File: src/rtl/mux_scan_sequencer.sv
// Scan sequencer for a 4-to-1 data-select mux: steps sel 0..3, settles TICK_DIV cycles per channel, samples y.
// Latency: frame_valid rises 4*(TICK_DIV+1)+1 cycles after start is taken in IDLE.
// Backpressure: frame/frame_valid held in HOLD until frame_ready; start ignored while busy.
// Optional: define MUX_SCAN_AUTORESTART_EN to rescan continuously after each handshake.
module mux_scan_sequencer #(
  parameter int TICK_DIV = 4,  // settle cycles per channel, 1..255
  parameter int CNT_W    = 8   // settle counter width, 2**CNT_W > TICK_DIV
) (
  input  logic       clk,
  input  logic       reset_n,
  input  logic       start,
  input  logic       y,
  output logic [1:0] sel,
  output logic [3:0] frame,
  output logic       frame_valid,
  input  logic       frame_ready,
  output logic       busy
);

  typedef enum logic [1:0] {
    IDLE,
    SETTLE,
    SAMPLE,
    HOLD
  } state_t;

  // Last settle count: SETTLE spans counts 0..TICK_DIV-1, i.e. exactly TICK_DIV cycles.
  localparam logic [CNT_W-1:0] CNT_LAST = CNT_W'(TICK_DIV - 1);

  state_t           state;
  logic [CNT_W-1:0] cnt;
  // Channels 0..2 are buffered here; channel 3 goes straight from y into frame.
  logic [2:0]       shadow;

  // Scan FSM with all outputs registered; reset discards any partial frame.
  always_ff @(posedge clk or negedge reset_n) begin
    if (!reset_n) begin
      state       <= IDLE;
      sel         <= 2'd0;
      cnt         <= '0;
      shadow      <= 3'd0;
      frame       <= 4'd0;
      frame_valid <= 1'b0;
      busy        <= 1'b0;
    end else begin
      case (state)
        IDLE: begin
          if (start) begin
            state  <= SETTLE;
            sel    <= 2'd0;
            cnt    <= '0;
            shadow <= 3'd0;
            busy   <= 1'b1;
          end
        end

        SETTLE: begin
          cnt <= cnt + CNT_W'(1);
          if (cnt == CNT_LAST) begin
            state <= SAMPLE;
          end
        end

        SAMPLE: begin
          case (sel)
            2'd0: shadow[0] <= y;
            2'd1: shadow[1] <= y;
            2'd2: shadow[2] <= y;
            default: begin
              frame       <= {y, shadow};
              frame_valid <= 1'b1;
            end
          endcase
          if (sel == 2'd3) begin
            // sel stays at 3 through HOLD; it never wraps inside a scan.
            state <= HOLD;
          end else begin
            sel   <= sel + 2'd1;
            cnt   <= '0;
            state <= SETTLE;
          end
        end

        HOLD: begin
          if (frame_ready) begin
            frame_valid <= 1'b0;
`ifdef MUX_SCAN_AUTORESTART_EN
            state  <= SETTLE;
            sel    <= 2'd0;
            cnt    <= '0;
            shadow <= 3'd0;
`else
            state <= IDLE;
            busy  <= 1'b0;
`endif
          end
        end

        default: begin
          state <= IDLE;
          busy  <= 1'b0;
        end
      endcase
    end
  end

endmodule

File: config.mk
export PLATFORM = sky130hd
export DESIGN_NAME = mux_scan_sequencer
export DESIGN_NICKNAME = d
export VERILOG_FILES = /design/src/rtl/mux_scan_sequencer.sv
export SDC_FILE = /design/constraint.sdc
export NUM_CORES = 1
export LEC_CHECK = 0
export CAP_MARGIN = 40
export CORE_AREA = 2 2 50 52
export CTS_CLUSTER_SIZE = 12
export DETAILED_ROUTE_END_ITERATION = 12
export DIE_AREA = 0 0 52 54
export GPL_ROUTABILITY_DRIVEN = 0
export PLACE_DENSITY = 0.71
export SLEW_MARGIN = 20
export SYNTH_ARGS = -nofsm -noshare
export SYNTH_HDL_FRONTEND = slang
export SYNTH_SLANG_ARGS = --single-unit
File: constraint.sdc
create_clock -name clk -period 2.3 [get_ports clk]
set_clock_uncertainty 0.1 [all_clocks]
set_input_delay 0.46 -clock clk [delete_from_list [all_inputs] [get_ports clk]]
set_output_delay 0.46 -clock clk [all_outputs]
set_load 0.03 [all_outputs]
Yosys cells after proc, flatten, opt, wreduce, memory -nomap -nowiden
Cells that the tools add are included.
- bits in registers: 21
- input port bits: 5
- output and inout port bits: 8
- word-level logic and storage cells: 64
- add/sub/neg operators: 2
- equal/unequal tests: 15
- multiplexer cells: 21
- bitwise operators: 1
- reduce and logical (&&, ||, !) cells: 16
- operators with widths (cell ; count):
    8-bit case mux with 3 select lines ; 1
    3-bit AND reduction ; 8
    8-bit 2-to-1 mux ; 2
    2-bit 2-to-1 mux ; 6
    2-bit != test (second input constant) ; 5
    8-bit by 1-bit adder with 8-bit output (second input constant) ; 1
    2-bit equality test (second input constant) ; 4
    8-bit by 2-bit equality test with 1-bit output (second input constant) ; 1
    2-bit case mux with 4 select lines ; 1
    1-bit 2-to-1 mux ; 6
    2-bit by 1-bit != test with 1-bit output (second input constant) ; 3
    3-bit case mux with 2 select lines ; 1
    2-bit nonzero test ; 3
    2-bit by 1-bit equality test with 1-bit output (second input constant) ; 2
    2-bit zero test ; 2
    1-bit case mux with 2 select lines ; 2
    2-bit case mux with 2 select lines ; 1
    3-bit 2-to-1 mux ; 1
    3-bit nonzero test ; 1
    3-bit OR reduction ; 1
    2-bit by 1-bit adder with 2-bit output (second input constant) ; 1
    2-bit AND reduction ; 1
    1-bit NOT ; 1

Longest topological paths before layout
- depth after elaboration: 4
- mapped depth: 5

Least setup slack after synthesis
No wires, ideal clock.
- path type: register -> register
- start: register sel[0]
- end: register cnt[6]
- setup time: 0.130 ns
- data arrival time: 1.761 ns
- path slack: 0.309 ns
- cell stages (with the launch flop): 6
- buffers on the path: 0
- path through: dfrtp_1 ha_1 or3b_4 a2111oi_4 xnor2_1 nor2_2
- word-level cells in the longest chain between the ends: 3
- RTL lines (element ; line ; RTL):
    start: declaration ; 13 ; output logic [1:0] sel,
    start signal: assignment ; 78 ; sel <= sel + 2'd1;
    2-bit equality test ; 74 ; if (sel == 2'd3) begin
    2-bit != test (no line) ; n/a ;
    3-bit AND reduction (no line) ; n/a ;
    end signal: assignment ; 58 ; cnt <= cnt + CNT_W'(1);
    end: declaration ; 31 ; logic [CNT_W-1:0] cnt;
Every way passes these cells.
A chain may end at the register's enable or synchronous reset.

Worst setup path after layout
- start: register sel[0]
- end: output port sel[0]
No word-level cell between the ends.

==> flow_summary.json <==
{
  "outcome": "finished, final reports clean",
  "die_w_um": 52,
  "r2r_start": "sel[0]",
  "coreArea_um2": 2320,
  "n_fill_cell": 207,
  "slew_headroom": 0.652,
  "fmax_mhz": 486,
  "cts_sinks": 21,
  "grt_pass1_vias": 843,
  "p_int_w": 0.000760,
  "grt_use_total": 0.180,
  "overflow": 0,
  "period_share": 0.894,
  "cap_violations": 0,
  "htree_num_levels": 1,
  "io_pins": 13,
  "peakVddDrop_mv": 0.622,
  "insertion_delay_ps": 310,
  "power_switching_share": 0.413,
  "io_buffers": 12,
  "yosys_warnings": 0,
  "comb_power_share": 0.399,
  "tns_ps": 0,
  "viasPerCell": 5.58,
  "grt_max_degree": 22,
  "antenna_found_initial": 0,
  "area_growth_pct": 18.2,
  "synth_area_um2": 1090,
  "hold_path_class": "primary input to asynchronous set/reset pin",
  "hpwl_um": 1570,
  "grt_pass1_wl_um": 3660,
  "tightest_slew_ps": 516,
  "arrival_ps": 1500,
  "rr_worst_depth": 5,
  "initial_utilization": 0.470,
  "path_clk_slew_ps": 120,
  "end_kind": "output port",
  "design_area_um2": 1290,
  "numCtsBuffers": 3,
  "syn_nets": 117,
  "via_count": 860,
  "netlist.area_leader.share": 0.482,
  "firstDrtPassIters": 4,
  "synth-seq-area-share": 0.482,
  "rsz0062_at_grt": "false",
  "diodes": 0,
  "ys_types": 29,
  "p_leak_nw": 0.566,
  "crit_chain": "clkdlybuf4s50_1",
  "synth_area_leaders": "dfrtp_1 (48%), ha_1 (5.7%), o21ai_0 (5.5%), nand2_1 (4.8%), mux2_2 (4.1%)",
  "dp_slack_ps": 289,
  "worstSetupEndpoint": "sel[0]",
  "reg2reg_slack_ps": 340,
  "slowest_stage": "clkdlybuf4s50_1",
  "finalHoldViolations": 0,
  "postSynthCellCount": 107,
  "cpPeakStageDelay_ps": 710,
  "ys_ff_latch": 21,
  "cp.depth": 1,
  "rows": 18,
  "drc_errors": 0,
  "root_buffer": "clkbuf_4",
  "critPathBufInv": 1,
  "cts.repair.resized": 0,
  "ant_nets": 0,
  "power.density_nw_per_um2": 1000,
  "yosysTopAreaCell": "dfrtp_1",
  "worst-path-max-fanout": 7,
  "p_switching_w": 0.000534,
  "fin_crit_ps": 2060,
  "critPathTopFamily": "buffers and inverters",
  "worstPathRequired_ps": 1740,
  "drive_above_1_share": 0.113,
  "worstSetupPathType": "flip-flop to output port",
  "holdBufCountCts": 0,
  "timing.critical_path.from": "sel[0]",
  "drtIter0Drc": 11,
  "maxSlewViolCount": 0,
  "syn_avg_cell_area_um2": 10.2,
  "start_kind": "flip-flop",
  "utilization": 0.556,
  "r2r_end": "cnt[6]",
  "clockPowerShare": 0.141,
  "clock_path_buffers": 2,
  "post_cts_buffers": 0,
  "power_frac_seq": 0.460,
  "wl_um": 2160,
  "setup_viol": 0,
  "die_y_um": 54,
  "placed_area_um2": 1260,
  "wire_per_inst_um": 14.0,
  "nNetsFinal": 135,
  "die-area_um2": 2810,
  "cts_tree": "yes",
  "final.setup.worst_slack_ps": 244
}
[Yosys cell counts]
master / count
o41ai_1: 1
nand4_1: 1
nor3_1: 3
nand2_1: 14
mux2i_1: 4
nor2_2: 1
nor2_1: 6
clkbuf_1: 2
xnor2_1: 3
nand3b_1: 1
or3b_4: 1
o21bai_1: 1
or4_1: 1
a21o_1: 2
inv_1: 5
dfrtp_1: 21
o21a_1: 1
a31o_2: 1
a311oi_1: 1
a211oi_1: 2
nor2b_1: 2
nand2b_1: 2
a21oi_1: 5
xor2_1: 2
a2111oi_4: 1
nand3_1: 2
o21ai_0: 12
ha_1: 5
mux2_2: 4
[state kept, by name, summed over array words and instances (netlist names)]
name,cells
sel,2
busy,1
cnt,8
frame,4
state,2
shadow,3
frame_valid,1
[how the worst min path moves through the flow]
stage	to	slack [ps]
after global routing	shadow[0]	410
final	shadow[0]	370
after detailed placement	shadow[1]	400
after floorplan	busy	60
after CTS	sel[1]	380
after global placement	shadow[2]	390
[cells in the final DEF, fill, tap and decap left out]
cell,synthesis,routed
o21ai_0,12,12
nor2_1,6,6
clkbuf_1,2,1
clkdlybuf4s50_1,0,12
o41ai_1,1,1
mux2_2,4,4
nand4_1,1,1
a31o_2,1,1
xor2_1,2,2
inv_1,5,5
clkbuf_4,0,3
buf_4,0,3
nand3b_1,1,1
nand3_1,2,2
dfrtp_1,21,21
ha_1,5,5
a311oi_1,1,1
o21a_1,1,1
xnor2_1,3,3
a2111oi_4,1,1
nor2b_1,2,2
or3b_4,1,1
nor2_2,1,1
mux2i_1,4,4
or4_1,1,1
nand2_1,14,14
a21o_1,2,2
nor3_1,3,3
nand2b_1,2,2
a21oi_1,5,5
a211oi_1,2,2
o21bai_1,1,1
[cell families (layout without fill, tap and decap cells)]
group / Yosys count / count (layout) / synth area share
simple gates: 34 / 34 / 0.150
compound gates: 27 / 27 / 0.169
flops: 21 / 21 / 0.482
mux: 8 / 8 / 0.0780
buf+inv: 7 / 24 / 0.0241
fa+ha+maj: 5 / 5 / 0.0573
xor+xnor: 5 / 5 / 0.0401
[metal layers]
metal  share of wire  GRT usage  vias to the layer above
met5               0          0                        -
met4           0.023      0.105                        0
met3           0.039     0.0278                        5
met2            0.50      0.314                       20
met1            0.43      0.210                      424
li1                -          -                      411
[area by class of cell]
class,instances,area [µm²],share of cell area
multi-input cells,79,539,0.418
clock buffers,4,26.3,0.0204
repair buffers,15,143,0.111
well taps,30,37.5,0.0291
flip-flops and latches,21,526,0.407
inverters,5,18.8,0.0145
[power by group through the flow]
stage | Sequential [W] | Clock, W | Combinational [W]
final | 0.000596 | 0.000183 | 0.000516
after global routing | 0.000616 | 0.000197 | 0.000573
after CTS | 0.000595 | 0.000188 | 0.000521
after detailed placement | 0.000601 | 0 | 0.000519
after global placement | 0.000593 | 0 | 0.000499
after floorplan | 0.000612 | 0 | 0.000328
[per-stage QoR]
| step | cells | hold WS (ps) | power, W |
|---|---|---|---|
| floorplan | 107 | 64.4 | 0.000941 |
| global placement | 150 | 387 | 0.00109 |
| detailed placement | 150 | 403 | 0.00112 |
| CTS | 154 | 376 | 0.00130 |
| global route | 154 | 413 | 0.00139 |
| finish | 154 | 366 | 0.00129 |
(Power assumes the default switching activity.)
